<file path="src/rtl/ocx_dlx_pkg.sv">
// ---------------------------------------------------------------------------
// ocx_dlx_pkg
//   Shared definitions for the DLx TX gearbox control slice:
//     - dlx_tx_state_e : training FSM state encoding
//     - SEQ_MAX        : last gearbox sequence value (counter wraps 65 -> 0)
//     - STALL_SEQ      : value of seq[6:1] at which the TX queue must hold
//                        its data (seq 64 and 65)
//     - sat_inc16      : saturating 16-bit increment shared by the
//                        state-cycle counter and the watchdog
// ---------------------------------------------------------------------------
package ocx_dlx_pkg;

  typedef enum logic [2:0] {
    ST_IDLE   = 3'd0,
    ST_ZEROS  = 3'd1,
    ST_PAT_A  = 3'd2,
    ST_PAT_B  = 3'd3,
    ST_SYNC   = 3'd4,
    ST_TRAIN  = 3'd5,
    ST_ACTIVE = 3'd6,
    ST_FAILED = 3'd7
  } dlx_tx_state_e;

  localparam logic [6:0] SEQ_MAX   = 7'd65;
  localparam logic [5:0] STALL_SEQ = 6'd32;

  function automatic logic [15:0] sat_inc16(input logic [15:0] v);
    return (v == 16'hFFFF) ? v : v + 16'd1;
  endfunction

endpackage

</file>
<file path="src/rtl/ocx_dlx_gb_seq_cnt.sv">
// ---------------------------------------------------------------------------
// ocx_dlx_gb_seq_cnt
//   Gearbox sequence counter and TX queue stall decode.
//   The counter advances once per cycle over 0..65 and wraps to 0. It is
//   held at 0 while the gearbox is in reset so that the first cycle after
//   gearbox reset release always carries seq 0.
//
// Ports
//   i_clk      in   1  clock, posedge
//   i_rst      in   1  synchronous active-high reset
//   i_gb_reset in   1  gearbox reset (holds the counter at 0)
//   o_seq      out  7  registered sequence value, 0..65
//   o_stall    out  1  1 at seq 64 and 65 (decode of the registered seq)
// ---------------------------------------------------------------------------
module ocx_dlx_gb_seq_cnt
  import ocx_dlx_pkg::*;
(
  input  logic       i_clk,
  input  logic       i_rst,
  input  logic       i_gb_reset,
  output logic [6:0] o_seq,
  output logic       o_stall
);

  logic [6:0] r_seq;

  always_ff @(posedge i_clk) begin
    if (i_rst || i_gb_reset) begin
      r_seq <= 7'd0;
    end else if (r_seq == SEQ_MAX) begin
      r_seq <= 7'd0;
    end else begin
      r_seq <= r_seq + 7'd1;
    end
  end

  assign o_seq   = r_seq;
  // Upper six bits equal 32 exactly for seq 64 and 65, the two slots the
  // gearbox uses to absorb the accumulated header bits.
  assign o_stall = (r_seq[6:1] == STALL_SEQ);

endmodule

</file>
<file path="src/rtl/ocx_dlx_tx_gbx_ctl.sv">
// ---------------------------------------------------------------------------
// ocx_dlx_tx_gbx_ctl
//   DLx transmit gearbox control: link training FSM plus the gearbox
//   sequence counter (ocx_dlx_gb_seq_cnt).
//
//   Training walks IDLE -> ZEROS -> PAT_A -> PAT_B -> SYNC -> TRAIN ->
//   ACTIVE. Dropping ctl_start_train returns to IDLE from any state; losing
//   the receiver link in ACTIVE restarts training from ZEROS.
//
//   Optional feature (define OCX_DLX_TX_GBX_CTL_TIMEOUT_EN):
//     16-bit watchdog over PAT_A..TRAIN; reaching TIMEOUT_CYC moves the FSM
//     to FAILED. Without the macro the watchdog does not exist and
//     ctl_train_failed is constant 0.
//
// Parameters
//   ZERO_CYC     minimum cycles spent in ZEROS before aligning to seq 65
//   PAT_MIN_CYC  minimum cycles spent in each of PAT_A and PAT_B
//   SYNC_CYC     cycles spent in SYNC
//   TIMEOUT_CYC  watchdog limit (only with the macro defined)
//
// Ports
//   dlx_clk                 in   1  clock, posedge
//   dlx_reset               in   1  synchronous active-high reset
//   ctl_start_train         in   1  level: 1 train/hold link, 0 go IDLE
//   orx_otx_a_det           in   1  receiver saw pattern A
//   orx_otx_b_det           in   1  receiver saw pattern B
//   orx_otx_link_up         in   1  receiver training complete
//   ctl_gb_reset            out  1  gearbox reset (IDLE)
//   ctl_gb_seq              out  7  gearbox sequence 0..65
//   ctl_gb_train            out  1  control sync headers (TRAIN)
//   ctl_gb_tx_zeros         out  1  send zeros (IDLE, ZEROS, FAILED)
//   ctl_gb_tx_a_pattern     out  1  send pattern A (PAT_A)
//   ctl_gb_tx_b_pattern     out  1  send pattern B (PAT_B)
//   ctl_gb_tx_sync_pattern  out  1  send sync pattern (SYNC)
//   ctl_que_stall           out  1  TX queue holds data (seq 64, 65)
//   ctl_train_failed        out  1  training failed (FAILED)
//   ctl_link_up             out  1  link active (ACTIVE)
//
//   All outputs are decodes of registered state or registered counters.
// ---------------------------------------------------------------------------
module ocx_dlx_tx_gbx_ctl
  import ocx_dlx_pkg::*;
#(
  parameter int ZERO_CYC    = 128,
  parameter int PAT_MIN_CYC = 64,
  parameter int SYNC_CYC    = 66,
  parameter int TIMEOUT_CYC = 65535
) (
  input  logic       dlx_clk,
  input  logic       dlx_reset,
  input  logic       ctl_start_train,
  input  logic       orx_otx_a_det,
  input  logic       orx_otx_b_det,
  input  logic       orx_otx_link_up,
  output logic       ctl_gb_reset,
  output logic [6:0] ctl_gb_seq,
  output logic       ctl_gb_train,
  output logic       ctl_gb_tx_zeros,
  output logic       ctl_gb_tx_a_pattern,
  output logic       ctl_gb_tx_b_pattern,
  output logic       ctl_gb_tx_sync_pattern,
  output logic       ctl_que_stall,
  output logic       ctl_train_failed,
  output logic       ctl_link_up
);

  // r_cnt holds the number of cycles already completed in the current
  // state, so "r_cnt >= N-1" means the current cycle is the N-th one.
  localparam logic [15:0] ZERO_LAST = 16'(ZERO_CYC - 1);
  localparam logic [15:0] PAT_LAST  = 16'(PAT_MIN_CYC - 1);
  localparam logic [15:0] SYNC_LAST = 16'(SYNC_CYC - 1);

  dlx_tx_state_e r_state;
  dlx_tx_state_e w_next;
  logic [15:0]   r_cnt;
  logic          w_timeout;

  ocx_dlx_gb_seq_cnt u_seq_cnt (
    .i_clk      (dlx_clk),
    .i_rst      (dlx_reset),
    .i_gb_reset (ctl_gb_reset),
    .o_seq      (ctl_gb_seq),
    .o_stall    (ctl_que_stall)
  );

`ifdef OCX_DLX_TX_GBX_CTL_TIMEOUT_EN
  localparam logic [15:0] TMO_LAST = 16'(TIMEOUT_CYC - 1);

  logic [15:0] r_wdog;
  logic        w_in_window;

  // The watchdog spans the whole PAT_A..TRAIN window; it is not cleared on
  // transitions inside the window, only when the FSM leaves it.
  assign w_in_window = (r_state == ST_PAT_A) || (r_state == ST_PAT_B) ||
                       (r_state == ST_SYNC)  || (r_state == ST_TRAIN);

  always_ff @(posedge dlx_clk) begin
    if (dlx_reset || !w_in_window) begin
      r_wdog <= 16'd0;
    end else begin
      r_wdog <= sat_inc16(r_wdog);
    end
  end

  // r_wdog counts completed cycles, so this fires on the TIMEOUT_CYC-th
  // cycle inside the window.
  assign w_timeout = w_in_window && (r_wdog >= TMO_LAST);
`else
  logic w_unused_tmo;

  assign w_timeout    = 1'b0;
  assign w_unused_tmo = (TIMEOUT_CYC != 0);
`endif

  // State register and state-cycle counter
  always_ff @(posedge dlx_clk) begin
    if (dlx_reset) begin
      r_state <= ST_IDLE;
      r_cnt   <= 16'd0;
    end else begin
      r_state <= w_next;
      r_cnt   <= (w_next != r_state) ? 16'd0 : sat_inc16(r_cnt);
    end
  end

  // Next-state logic; later assignments take priority: dropping
  // ctl_start_train beats a timeout, and a timeout beats any progress.
  always_comb begin
    w_next = r_state;
    case (r_state)
      ST_IDLE: begin
        if (ctl_start_train) w_next = ST_ZEROS;
      end
      ST_ZEROS: begin
        // Leaving on seq 65 makes PAT_A begin on seq 0.
        if ((r_cnt >= ZERO_LAST) && (ctl_gb_seq == SEQ_MAX)) w_next = ST_PAT_A;
      end
      ST_PAT_A: begin
        if ((r_cnt >= PAT_LAST) && orx_otx_a_det) w_next = ST_PAT_B;
      end
      ST_PAT_B: begin
        if ((r_cnt >= PAT_LAST) && orx_otx_b_det) w_next = ST_SYNC;
      end
      ST_SYNC: begin
        if (r_cnt >= SYNC_LAST) w_next = ST_TRAIN;
      end
      ST_TRAIN: begin
        if (orx_otx_link_up) w_next = ST_ACTIVE;
      end
      ST_ACTIVE: begin
        if (!orx_otx_link_up) w_next = ST_ZEROS;
      end
      ST_FAILED: begin
        w_next = ST_FAILED;
      end
      default: begin
        w_next = ST_IDLE;
      end
    endcase
    if (w_timeout)        w_next = ST_FAILED;
    if (!ctl_start_train) w_next = ST_IDLE;
  end

  // Output decode of the registered state
  always_comb begin
    ctl_gb_reset           = 1'b0;
    ctl_gb_train           = 1'b0;
    ctl_gb_tx_zeros        = 1'b0;
    ctl_gb_tx_a_pattern    = 1'b0;
    ctl_gb_tx_b_pattern    = 1'b0;
    ctl_gb_tx_sync_pattern = 1'b0;
    ctl_train_failed       = 1'b0;
    ctl_link_up            = 1'b0;
    case (r_state)
      ST_IDLE: begin
        ctl_gb_reset    = 1'b1;
        ctl_gb_tx_zeros = 1'b1;
      end
      ST_ZEROS:  ctl_gb_tx_zeros        = 1'b1;
      ST_PAT_A:  ctl_gb_tx_a_pattern    = 1'b1;
      ST_PAT_B:  ctl_gb_tx_b_pattern    = 1'b1;
      ST_SYNC:   ctl_gb_tx_sync_pattern = 1'b1;
      ST_TRAIN:  ctl_gb_train           = 1'b1;
      ST_ACTIVE: ctl_link_up            = 1'b1;
      ST_FAILED: begin
        ctl_gb_tx_zeros = 1'b1;
`ifdef OCX_DLX_TX_GBX_CTL_TIMEOUT_EN
        ctl_train_failed = 1'b1;
`endif
      end
      default: begin
        ctl_gb_reset    = 1'b1;
        ctl_gb_tx_zeros = 1'b1;
      end
    endcase
  end

endmodule

</file>
<file path="config.mk">
export PLATFORM = sky130hd
export DESIGN_NAME = ocx_dlx_tx_gbx_ctl
export DESIGN_NICKNAME = d
export VERILOG_FILES = /design/src/rtl/ocx_dlx_pkg.sv /design/src/rtl/ocx_dlx_gb_seq_cnt.sv /design/src/rtl/ocx_dlx_tx_gbx_ctl.sv
export SDC_FILE = /design/constraint.sdc
export NUM_CORES = 1
export LEC_CHECK = 0
export BUFFER_PORTS_ARGS = -buffer_cell sky130_fd_sc_hd__clkbuf_2
export CORE_MARGIN = 1
export CORE_UTILIZATION = 56
export DETAILED_ROUTE_END_ITERATION = 7
export GPL_TIMING_DRIVEN = 1
export PLACE_DENSITY = 0.9
export SLEW_MARGIN = 25
export SYNTH_ARGS = -nofsm -noshare
export SYNTH_HDL_FRONTEND = slang
export SYNTH_SLANG_ARGS = --single-unit
export TNS_END_PERCENT = 1
</file>
<file path="constraint.sdc">
create_clock -name dlx_clk -period 3.3 [get_ports dlx_clk]
set_clock_uncertainty 0.15 [all_clocks]
set_input_delay 0.33 -clock dlx_clk [delete_from_list [all_inputs] [get_ports dlx_clk]]
set_output_delay 0.33 -clock dlx_clk [all_outputs]
set_load 0.02 [all_outputs]
</file>
* After elaboration in Yosys (flattened, before gate mapping) *
Index checks and enable logic that the tools add are counted.
W data, S select, Z words.

word-level totals
  register bits = 26
  bits in latches = 0
  bits in writable memories = 0
  bits in read-only memories = 0
  bits of input ports = 6
  output and inout bits = 16
  word-level logic and storage cells = 42
  memories kept = 0

cells by class
  add/subtract/negate cells = 2
  multipliers = 0
  divide/modulo/power cells = 0
  magnitude comparators = 3
  equal/unequal tests = 11
  shift operators = 0
  mux-type cells = 15
  bitwise gates (word level) = 0
  reduce and logical (&&, ||, !) cells = 8

operator list
  operator                 count
  $ge A16 B7 Y1 const B    2
  $pmux W3 S8              1
  $mux W3                  7
  $add A16 B1 Y16 const B  1
  $eq A16 B16 Y1 const B   1
  $ge A16 B6 Y1 const B    1
  $eq A3 B3 Y1 const B     4
  $add A7 B1 Y7 const B    1
  $eq A7 B7 Y1 const B     1
  $mux W1                  7
  $eq A3 B2 Y1 const B     2
  $eq A6 B6 Y1 const B     1
  $reduce_or A2 Y1         2
  $eq A3 B1 Y1 const B     1
  $logic_and A1 B1 Y1      3
  $logic_not A3 Y1         1
  $ne A3 B3 Y1             1
  $reduce_or A3 Y1         1
  $logic_or A1 B1 Y1       1

* Depth between registers and ports, before layout *
Gate-level depths: netlist of the first run.

  word-level depth = 7
  gate-level depth with buffers = 9
  gate-level depth less buffers = 8

* Cells and area by module *
From an unflattened synthesis of the first run, not the netlist that was laid out.

second synthesis, totals
  cells, all modules = 230
  area total of the unflattened synthesis = 1,881.8 um^2

modules (own cells, without submodules)
  module              instances  cells each  area each (um^2)  seq. area each (um^2)
  ocx_dlx_tx_gbx_ctl  1          198         1,587.8           380.4
  ocx_dlx_gb_seq_cnt  1          32          294.0             140.1

* Worst setup path before layout of the first run *
Ideal clock, no wire load.

  path kind = reg-to-reg
  start point = register u_seq_cnt.r_seq[4], in the netlist u_seq_cnt.o_seq[4]
  end point = register r_cnt[7]
  library setup time = 65 ps
  arrival time = 2,155 ps
  data required time = 3,085 ps
  slack = 930 ps
  cell stages (with the launch flop) = 8
  path buffers = 1
  clock period less this slack = 2,370 ps
  path through = dfxtp_1 nor4_1 a31oi_1 or4_1 o41a_1 o32a_2 buf_6 nor2_1

between the ends
  longest elaborated chain between the ends = 7

RTL lines
  what                               RTL line                   RTL
  from (decl)                        ocx_dlx_gb_seq_cnt.sv:25   logic [6:0] r_seq;
  from (signal assigned)             ocx_dlx_gb_seq_cnt.sv:33   r_seq <= r_seq + 7'd1;
  $eq A7 B7 Y1                       ocx_dlx_tx_gbx_ctl.sv:136  if ((r_cnt >= ZERO_LAST) && (ctl_gb_seq == SEQ_MAX)) w_next = ST_PAT_A;
  $logic_and A1 B1 Y1                ocx_dlx_tx_gbx_ctl.sv:136
  $mux W3                            ocx_dlx_tx_gbx_ctl.sv:136
  $pmux W3 S8                        ocx_dlx_tx_gbx_ctl.sv:130  case (r_state)
  $mux W3                            ocx_dlx_tx_gbx_ctl.sv:161  if (!ctl_start_train) w_next = ST_IDLE;
  $ne A3 B3 Y1                       ocx_dlx_tx_gbx_ctl.sv:122  r_cnt <= (w_next != r_state) ? 16'd0 : sat_inc16(r_cnt);
  $reduce_or A2 Y1 (no source line)  --
  to (signal assigned)               ocx_dlx_tx_gbx_ctl.sv:122
  to (decl)                          ocx_dlx_tx_gbx_ctl.sv:75   logic [15:0] r_cnt;

Every way passes these cells.
A chain may end at the register's enable or synchronous reset.

* Worst setup path after layout of the first run *
  start point = register r_state[2]
  end point = register r_cnt[6]

between the ends
  longest elaborated chain between the ends = 5
  elaborated cells between the ends (all ways) = 18
  those cells by class = eq/ne: 8; mux: 8; reduce/logical: 2

RTL lines
  what                                        RTL line                   RTL
  from (decl)                                 ocx_dlx_tx_gbx_ctl.sv:73   dlx_tx_state_e r_state;
  from (signal assigned)                      ocx_dlx_tx_gbx_ctl.sv:121  r_state <= w_next;
  $eq A3 B3 Y1, or another cell as far along  ocx_dlx_tx_gbx_ctl.sv:130
  $pmux W3 S8                                 ocx_dlx_tx_gbx_ctl.sv:130
  $mux W3                                     ocx_dlx_tx_gbx_ctl.sv:161
  $ne A3 B3 Y1 *                              ocx_dlx_tx_gbx_ctl.sv:122
  $reduce_or A2 Y1 (no source line) *         --

Every way passes the cells marked *; elsewhere a longest branch is shown, timed or not.

==> reports/results.txt, run 1 <==
After global routing the overflow that remains totals 0. The area occupied by multi-input gates was 902.1 um^2; the count of filler cells inserted in the layout was 222. The floorplan has 18 rows. After synthesis, the cell types taking the most area are dfxtp_1, nor2_1, xor2_1. The fraction of the yosys area taken by sequential cells is 0.3481, and the global-route usage over all layers is 0.2169.

The post-synthesis instance area was 1495 um^2. The startpoint identified for the worst hold timing path is dlx_reset. The slowest stage of the critical path is the dfxtp_1 cell.

The global-route wire length before repair was 4.629 mm. For the routing usage on met1, the log shows 0.3111. The worst hold path passes through 3 cells.

After clock tree synthesis, the flow added hold-fix buffers numbering 0. The worst hold path belongs to the class in2reg. The most common cell in the synthesized netlist is nor2_1.

The final critical-path share of the clock period came out at 0.8222. The area of all sequential standard cells was 520.5 um^2; the delay contributed by the slowest stage of the critical path was 0.62 ns. In this run the critical register-to-register path is launched from r_state[2].

The fraction of layout cells with a size suffix above 1 works out to 0.1692. The portion of synthesized cell area occupied by the leading cell type was 0.3481. STA classifies the critical path startpoint as a flip-flop.

At the pin with the least slew margin, the transition time is 0.5373 ns. The share of async-settable or async-resettable flops after synthesis works out to 0. The primary flip-flop cell chosen by synthesis mapping is dfxtp_1. In the routed layout, each cell is associated on average with a via count of 5.584.

Along the worst path, the maximum fanout reaches 17. The standby leakage power was 0.0005976 uW; the final-stage net count was 214. Number of remaining DRC errors: 0.

The run finished with clean final reports. Setup repair after global routing left no endpoint under its margin. Number of buffers inserted by port buffering: 20. The depth of the most critical reg-to-reg path was 6; the area of the core was 2500 um^2. Once placement completed, the tool counted placed cells totaling 228. The worst hold path terminates at r_state[2].

Overall power consumption after layout is estimated at 487.7 uW. The I/O pin count came out at 22. The logs give 45 for the count of distinct cell types in the synthesized netlist and 0 for the final hold violation count. The run gives 0 as the number of max-cap violations. Effective utilization at floorplan: 0.5981.

Leaving out filler cells and counting taps, the final layout contains 231. Number of antenna violations at the first check in global routing: 0. After global routing, the most crowded layer is met2. The die is 53.67 um wide. Detailed placement finished with a half-perimeter wire length of 2.082 mm. The number of levels the H-tree was split into is 1, and the maximum resistive drop on vdd is 198.9 uV. Routability-driven placement finished with a final weighted congestion of 0.8408. The root buffer cell was clkbuf_4. The routed length per instance is 12.15 um, and the smallest setup slack after layout is 0.5867 ns. At the worst endpoint, the arrival time is 2.80 ns.

The final layout contains routed wiring with a total length of 2.806 mm. Detailed routing inserted a total of 1,290 vias. The critical path goes through or3b_2 > a311oi_1 > or4_1 > nor4_1 > o32a_2 > a211oi_1. The logs give 0.02542 for the met3 capacity usage during global routing and 0.6534 ns for the post-placement worst setup slack.

The smallest clock period supported by the final layout is computed as 2.713 ns. TritonCTS built the clock tree. In the synthesized netlist, the number of instances is 185. No sink is reached through more buffers than the 2 on the longest clock path. The total clock sinks was 26.

The tools report the met2 track utilization from global routing as 0.3251. The number of buffers and inverters on the critical path is 0. Entering global routing, the biggest net connects 18 pins. The number of buffers created by CTS is 3.

By count the netlist is led by nor2_1, dfxtp_1, nand2_1, nand3_1, a21oi_1. The cell accounting for the most synthesized area was dfxtp_1. Yosys mapped a number of flops with a built-in enable equal to 0.

The post-synthesis register bit count works out to 26. The area growth from synthesis to layout is 7.866%. Once the clock tree was built, the setup fixing pass inserted 0 buffers. Endpoint type of the worst setup path: a flip-flop. The floorplan step defined a die boundary enclosing 2880 um^2. Data on the critical path is required at its endpoint by 3.38 ns.

The repair_antennas step left the layout with diodes totalling 0. The type of the worst setup path is reg2reg. For the number of routed nets with antenna violations, the log shows 0. The number of max-slew violations in the final report was 0. The post-CTS clock slew at the launch and capture registers of the worst setup and hold paths was 0.13 ns; the final setup violation count was 0. The number of nets produced by synthesis came out at 196. Family of cells with the greatest summed delay on the critical path: compound AO/OA/AOI/OAI gates.

The power per cell area works out to 302.4 nW/um^2. The clock latency on the worst-skew pair was 0.31 ns; the number of gates resized after CTS was 0. The worst slew slack as a fraction of its limit is 0.6325.

The tools report the endpoint of the most critical register-to-register path as r_cnt[6]. After synthesis, the mean cell area works out to 8.082 um^2. In this run the vertical extent of the chip is 53.67 um. Across all register-to-register paths, the minimum setup slack is 0.59 ns. In this run, the number of DRC markers left after iteration 0 of detailed routing was 35. The first detailed-routing pass took 4 iterations. Based on the critical path, the design can be clocked at up to 0.3686 GHz. After routing, the total negative slack on setup checks comes to 0 ns. The via count of the first global-routing pass is 1,078.

The Yosys step of the flow raised 0 warnings.
[tightest hold or removal path, cell delays in order]
cell and delay (ns):
clkbuf_2 0.09, or2b_2 0.14, a21oi_1 0.04
[per-stage QoR]
| stage | cell area [um^2] | utilization | hold slack, ns |
|---|---|---|---|
| 2_1_floorplan | 1495 | - | 0.3498 |
| 3_3_place_gp | 1590 | 0.6361 | 0.3147 |
| 3_5_place_dp | 1590 | 0.6361 | 0.3202 |
| 4_1_cts | 1613 | 0.6451 | 0.1695 |
| 5_1_grt | 1613 | 0.6451 | 0.1812 |
| 6_report | 1613 | 0.6451 | 0.1813 |
[power by group]
part / internal, uW / leakage, uW / switching [uW]
combinational: 15.6 / 0.000374 / 20.9
clock: 42.7 / 0.0000138 / 85.2
sequential: 317 / 0.000210 / 6.03
total: 375 / 0.000598 / 112
[final cells by class]
class,instances,area share
Multi-Input combinational cell,144,0.5593
Timing Repair Buffer,20,0.06206
Sequential cell,26,0.3227
Tap cell,30,0.02327
Clock buffer,3,0.01396
Inverter,8,0.01862
[cell families after synthesis]
kind of cell	Yosys count	synth area share
simple gates	96	0.3523
compound gates	26	0.1121
flops	26	0.3481
xor+xnor	15	0.08787
buf+inv	15	0.04853
fa+ha+maj	5	0.04184
other cells	1	0.002508
mux	1	0.006695
[routing by layer]
metal,wire length [um],vias to the layer above
met2,1279,17
met3,78,2
li1,-,680
met1,1437,591
met4,10,0
met5,0,-
[worst max path at each step]
stage / from / slack, ns / cells after the start / end
after floorplan: u_seq_cnt.o_seq[4] / 0.93 / 7 / r_cnt[7]
after global placement: r_state[2] / 0.70 / 6 / r_cnt[6]
after detailed placement: r_state[2] / 0.65 / 6 / r_cnt[6]
after CTS: r_state[2] / 0.63 / 6 / r_cnt[6]
after global routing: r_state[2] / 0.46 / 6 / r_cnt[6]
final: r_state[2] / 0.59 / 6 / r_cnt[6]
[state kept, by name (all words and copies together), names as in the netlist]
signal	cells
r_cnt	16
u_seq_cnt.o_seq	7
r_state	3
[cells in the final DEF, fill, tap and decap left out, drive strengths merged]
cell and instances:
nand3 12, a211oi 2, o2111ai 1, or4 2, ha 5, o32a 1
and3 7, nor3 3, inv 8, xnor2 7, o41a 1, o21ai 6
a311oi 1, nand4 3, o21bai 1, or3b 2, clkbuf 23, nand2 13
nor3b 3, a31oi 2, xor2 8, conb 1, dfxtp 26, or3 4
and2b 2, and2 3, nand3b 2, nor2b 1, nand2b 3, nor2 28
mux2i 1, nor4 4, or2b 2, and4 2, a21oi 9, a2111oi 2
(Power assumes the default switching activity.)
==> run 2: changes to the inputs <==
ABC_AREA = 1   (was default)
CORE_UTILIZATION = 57   (was 56)
PLACE_DENSITY = 0.91   (was 0.9)
clock period = 2.5 ns   (was 3.3 ns; I/O delays follow)
==> reports/results.txt, run 2 <==
TritonCTS built the clock tree. Leaving out fill and tap cells, the most frequent cell in the layout is nor2_1. Routability-driven placement finished with a final weighted congestion of 0.8710. Among all cell types in the netlist, the one instantiated most often is nor2_1. In this run the deepest clock path goes through 2 buffers. For this design, the sink count on the clock tree is 26. At the worst endpoint, the required time is 2.58 ns. Ranked by total cell area, the synthesized netlist is headed by dfxtp_1, nor2_1, nor2_4.

The post-CTS clock slew at the launch and capture registers of the worst setup and hold paths is 0.13 ns, and the final hold violation count is 0. Root buffer cell: clkbuf_4. The logs give 0 for the count of synthesis-stage warnings from yosys and 0 for the number of max-slew violations in the final report.

The number of flip-flops under the largest register name came out at 16. The final-stage net count is 257. The portion of synthesized cell area occupied by the leading cell type was 0.3154.

The commonest cells after synthesis are nor2_1, nand2_1, dfxtp_1, inv_1, nand3_1. The synthesis-to-finish area growth is 10.23%. The run finished with clean final reports. The synthesized design contains 26 register bits. The mean cell area of the mapped netlist is 7.434 um^2. Across all hold checks on the routed design, the worst slack comes to 0.06025 ns. The run gives 0 as the number of max-cap violations. For the total global routing overflow, the log shows 0. Register with the most flip-flops: r_cnt. The fraction of layout cells with a size suffix above 1 was 0.2571. The maximum resistive drop on vdd came out at 279.9 uV.

The synthesized design contains 0 enable-type register cells. Port buffering added 20 buffers. Data arrives at the worst endpoint at 2.36 ns.

Global-route wire length before repair: 4.933 mm. The tools report the effective utilization at floorplan as 0.5985. The count of distinct cell types in the synthesized netlist was 32; the detail-routed via count per cell was 5.025. The die is 55.81 um wide. For the clock latency on the worst-skew pair, the log shows 0.32 ns. The worst setup path is captured at a flip-flop.

The logs give 0.1957 for the global-route usage over all layers and 2.899 mm for the routed wire length. The number of antenna violations at the first check in global routing came out at 0. For this design the static power due to leakage is 0.0007775 uW. The routed length per instance works out to 10.50 um. Counting tap cells, the placed design contains a total of 270 instances. The final critical-path share of the clock period was 0.9120; the power per cell area was 386.1 nW/um^2. The logs give 1,387 for the overall via count from detail_route and 2758 um^2 for the area of the core. The min-delay analysis places its worst path in the category in2reg. The worst path needs 2.280 ns of the cycle, external delays included. For the final routed database, the setup TNS stands at 0 ns. Across all setup checks in the final design, the least slack found is 0.2200 ns.

For this run, the detailed router's first-pass iteration total came to 4. The critical path in this run is classified as reg2reg. The share of async-settable or async-resettable flops after synthesis is 0. The count of cells in the finished layout, fillers not included, comes to 276.

The HPWL after detailed placement is 2.203 mm. Launching element type of the critical path: a flip-flop. The number of antenna diodes in the final layout is 0. Counting the buffers created by CTS gives 3.

The primary flip-flop cell chosen by synthesis mapping is dfxtp_1. In this run, the number of DRC markers left after iteration 0 of detailed routing was 87. For the number of instances in the synthesized netlist, the log shows 222. The tools report the final setup violation count as 0. The synthesized netlist occupies a cell area of 1650 um^2. The die is 55.81 um tall. The number of levels the H-tree was split into was 1; the die area was 3115 um^2. Summed over all instances, the cell type with the most area after synthesis is dfxtp_1. The via count of the first global-routing pass is 1,210. Once detail routing completed, the nets flagged for antenna violations numbered 0. The row count was 19; the number of remaining DRC errors was 0. The library cells used most frequently in the layout, excluding fill and tap cells, are nor2_1, nand2_1, dfxtp_1. Of all nets on the critical path, the largest fanout is 5.

The design draws 702.4 uW. 22 I/O pins were placed. The tools report the post-placement worst setup slack as 0.2504 ns.

Upper clock frequency limit: 0.4386 GHz. The number of nets produced by synthesis is 233, and the pin count of the biggest net entering global routing is 17. The fraction of the yosys area taken by sequential cells came out at 0.3154.

Setup repair after global routing left no endpoint under its margin.
==> run 2: cell types whose count changed in the layout (fill, tap and decap cells not counted), sizes merged, moves of 3 or more <==
cell | before | now
xnor2 | 7 | 3
nor4 | 4 | 1
nand2 | 13 | 40
and3 | 7 | 0
nand2b | 3 | 0
o21ai | 6 | 3
and2 | 3 | 0
inv | 8 | 26
nand3 | 12 | 18
nor2 | 28 | 61
a21oi | 9 | 6
nor3 | 3 | 7
or3 | 4 | 0
xor2 | 8 | 12
==> run 2: per-stage QoR <==
stage,cell area [um^2],utilization
after global routing,1819,0.6597
after detailed placement,1757,0.6370
after CTS,1803,0.6538
after floorplan,1650,-
final,1819,0.6597
after global placement,1757,0.6370
==> run 2: cell families (layout without fill, tap and decap cells) <==
kind of cell | count (synthesis) | after routing | share of synthesized area
simple gates | 134 | 134 | 0.4435
buf+inv | 30 | 53 | 0.08339
flops | 26 | 26 | 0.3154
xor+xnor | 15 | 15 | 0.07961
compound gates | 11 | 11 | 0.03791
fa+ha+maj | 5 | 5 | 0.03791
other cells | 1 | 1 | 0.002272
==> run 2: report_power, final <==
group | internal [uW] | leakage (uW) | switching (uW)
combinational | 21.9 | 0.000547 | 46.3
sequential | 419 | 0.000210 | 5.38
clock | 89.1 | 0.0000210 | 121
total | 530 | 0.000778 | 173
==> run 2: what timing repair did <==
action	in CTS	in global routing
hold buffers	1	0
endpoints found under the hold margin	3	0
setup endpoints to repair	0	3
resized for setup	0	1
buffers inserted	0	1
==> run 2: worst paths after layout <==
path / to / slack, ns / from / cells past startpoint
setup / recovery: r_cnt[11] / 0.22 / r_cnt[0] / 11
hold / removal: r_state[0] / 0.06 / ctl_start_train / 3
setup reg to reg: r_cnt[11] / 0.22 / r_cnt[0] / 11
hold reg to reg: u_seq_cnt.o_seq[0] / 0.35 / u_seq_cnt.o_seq[0] / 1
==> run 2: layout make-up <==
| class | count | area (um^2) |
|---|---|---|
| Timing Repair Buffer | 23 | 125.1 |
| Tap cell | 31 | 38.79 |
| Inverter | 26 | 97.59 |
| Sequential cell | 26 | 520.5 |
| Clock buffer | 4 | 36.28 |
| Multi-Input combinational cell | 166 | 1001 |
| Fill cell | 255 | 938.4 |
==> run 2: metal layers <==
| metal | wire (um) | part of all wire | vias up | GRT usage |
|---|---|---|---|---|
| met5 | 0 | 0 | - | 0 |
| met4 | 55 | 0.019 | 0 | 0.08362 |
| met3 | 100 | 0.034 | 8 | 0.03953 |
| met2 | 1332 | 0.46 | 33 | 0.3201 |
| met1 | 1410 | 0.49 | 614 | 0.2515 |
| li1 | - | - | 732 | - |
==> run 2: worst max-delay path, cell delays in order (launching register included) <==
cell     delay [ns]
dfxtp_1        0.44
ha_1           0.28
nand3_2        0.09
nor2_2         0.12
nand2_2        0.10
nor2_4         0.13
nand2_2        0.09
nor3_4         0.27
nor2_1         0.10
nand2_1        0.10
xor2_1         0.25
nor2_4         0.06
==> run 3: changes to the inputs <==
PLACE_DENSITY = 0.83   (was 0.91)
==> reports/results.txt, run 3 (synthesis gave the netlist of run 2 again) <==
0 antenna diodes ended up in the layout. The first global-routing pass estimated 5.209 mm of wire. The number of antenna violations at the first check in global routing was 0. The congestion estimate from routability-driven global placement came to 0.9145.

Number of max-slew violations in the final report: 0. TritonCTS built the clock tree. Detailed routing inserted a total of 1,377 vias.

The run gives 3115 um^2 as the die area. In this run the count of I/O pins placed on the die edge is 22. The power per cell area was 369.4 nW/um^2. The library cell used most frequently in the layout, excluding fill and tap cells, is nor2_1. r_cnt holds more flip-flops than any other register. The die is 55.81 um tall. The flow ran to the end, and the final reports show no timing, DRC or antenna violations. The startpoint identified for the worst hold timing path is ctl_start_train. The number of search-and-repair iterations in the first detailed-routing pass is 4. The tools report the launch instance of the worst register-to-register path as r_cnt[0]. The number of flip-flops under the largest register name is 16, and the standby leakage power is 0.0007728 uW.

The final layout contains 257 nets. Number of levels the H-tree was split into: 1. The run gives 992.2 um^2 as the area occupied by multi-input gates. The run gives 19 as the row count. After detailed routing, the total wire length is 2.951 mm.

The depth of the most critical reg-to-reg path is 14. The clock latency on the worst-skew pair is 0.31 ns, and the final setup violation count is 0. The synthesis-to-finish area growth is 8.870%. The worst hold path terminates at r_state[2].

Using the TritonRoute via totals, the vias-per-cell ratio works out to 5.007. The clock drives 26 sinks. The tools report the DRC violation total after the first TritonRoute iteration as 48. In this run the tool buffered the top-level ports with 20 buffer cells. The fraction of layout cells with a size suffix above 1 is 0.2541, and the count of filler cells inserted in the layout is 246.

Total global routing overflow: 0. The logs give 0.2093 for the global-route usage over all layers and 0 for the number of routed nets with antenna violations. The top cell types in the final layout, fill and taps aside, are nor2_1, nand2_1, dfxtp_1.

The routed length per instance was 10.73 um. In this run the cell area measured after placement is 1764 um^2. Clock-pin slew was measured on the worst setup and hold paths at 0.13 ns. In this run the critical register-to-register path is captured at r_cnt[3]. Counting instances, the worst hold path has a depth of 3. At the placement stage, the worst setup path has a slack of 0.3044 ns. STA puts the critical path data arrival time at 2.26 ns.

Summing all non-filler instances in the final layout gives an area of 1797 um^2. For the number of gates resized after CTS, the log shows 0. For the final hold violation count, the log shows 0. The final critical-path share of the clock period is 0.8831. The post-route minimum period works out to 2.208 ns. The tools report the via count of the first global-routing pass as 1,270. STA classifies the critical path startpoint as a flip-flop.

For the setup slack of the worst register-to-register path, the log shows 0.29 ns. The number of buffers created by CTS is 3, and the area of all sequential standard cells is 520.5 um^2. The worst-case IR drop observed on VDD is 372.4 uV. Max-cap violations in this run came to 0.

The buffer levels on the longest clock path came out at 2. The tightest min-delay check is of the in2reg type. In the post-route analysis, the smallest setup slack over all paths is 0.2924 ns. Setup repair after global routing left no endpoint under its margin. Entering global routing, the biggest net connects 17 pins. In this run the standard cell core region covers 2758 um^2. The run gives 2.56 ns as the data required time at the worst endpoint. The die is 55.81 um wide. The worst setup path is captured at a flip-flop. Across all hold checks on the routed design, the worst slack comes to 0.09563 ns. The upper clock frequency limit was 0.4530 GHz; the half-perimeter wire length after placement was 2.344 mm. The critical path in this run is classified as reg2reg.

Along the worst path, the maximum fanout reaches 16. Setup total negative slack on the finished layout was measured at 0 ns. The tools report the root buffer cell as clkbuf_4.

The number of remaining DRC errors was 0; the effective utilization at floorplan was 0.5985.
[run 3: cell types whose count changed in the layout (fill, tap and decap cells not counted)]
cell / delta
clkbuf_8: -1
nand2_4: +1
nand2_8: -1
[run 3: power by group]
part	internal, uW	total, uW	switching [uW]
logic	21.1	66.8	45.7
clock network	56.4	173	117
registers	419	424	5.33
[run 3: repair_timing]
action | CTS | global route
hold buffers | 1 | 0
buffers inserted | 0 | 0
hold endpoints to repair | 2 | 0
[run 3: critical path, cell delays in order, from the launching register on]
cell	delay, ns
dfxtp_1	0.43
ha_1	0.27
nand3_2	0.10
nor2_2	0.12
nand2_2	0.10
nand2_2	0.10
nand2_1	0.05
nand2_1	0.05
nand2_1	0.08
nor2_1	0.10
nor2_1	0.06
nand2_1	0.07
nand2_2	0.06
nand2_4	0.29
nor2_1	0.07
[run 3: how the worst max path moves through the flow]
stage             start   endpoint  slack, ns  cells past startpoint
2_1_floorplan  r_cnt[0]  r_cnt[11]       0.54                     11
3_3_place_gp   r_cnt[0]   r_cnt[1]       0.38                     14
3_5_place_dp   r_cnt[0]   r_cnt[3]       0.30                     14
4_1_cts        r_cnt[0]   r_cnt[2]       0.28                     14
5_1_grt        r_cnt[0]   r_cnt[2]       0.06                     13
6_report       r_cnt[0]   r_cnt[3]       0.29                     14
[run 3: per-stage QoR]
step,utilization,std cells,power [uW]
CTS,0.6515,275,670.0
global route,0.6515,275,692.7
detailed placement,0.6397,271,498.5
finish,0.6515,275,663.8
global placement,0.6397,271,497.1
floorplan,-,222,487.2
[run 3: final cells by class]
type                       count  share of cell area
sequential                    26              0.2897
inverter                      26             0.05432
tap                           31             0.02159
multi-input combinational    166              0.5522
timing repair buffer          23             0.06964
clock buffer                   3             0.01253
[run 3: routing by layer]
layer / routed length [um] / GRT usage
met1: 1414 / 0.2570
met2: 1434 / 0.3718
met5: 0 / 0
met4: 36 / 0.07666
met3: 65 / 0.03023
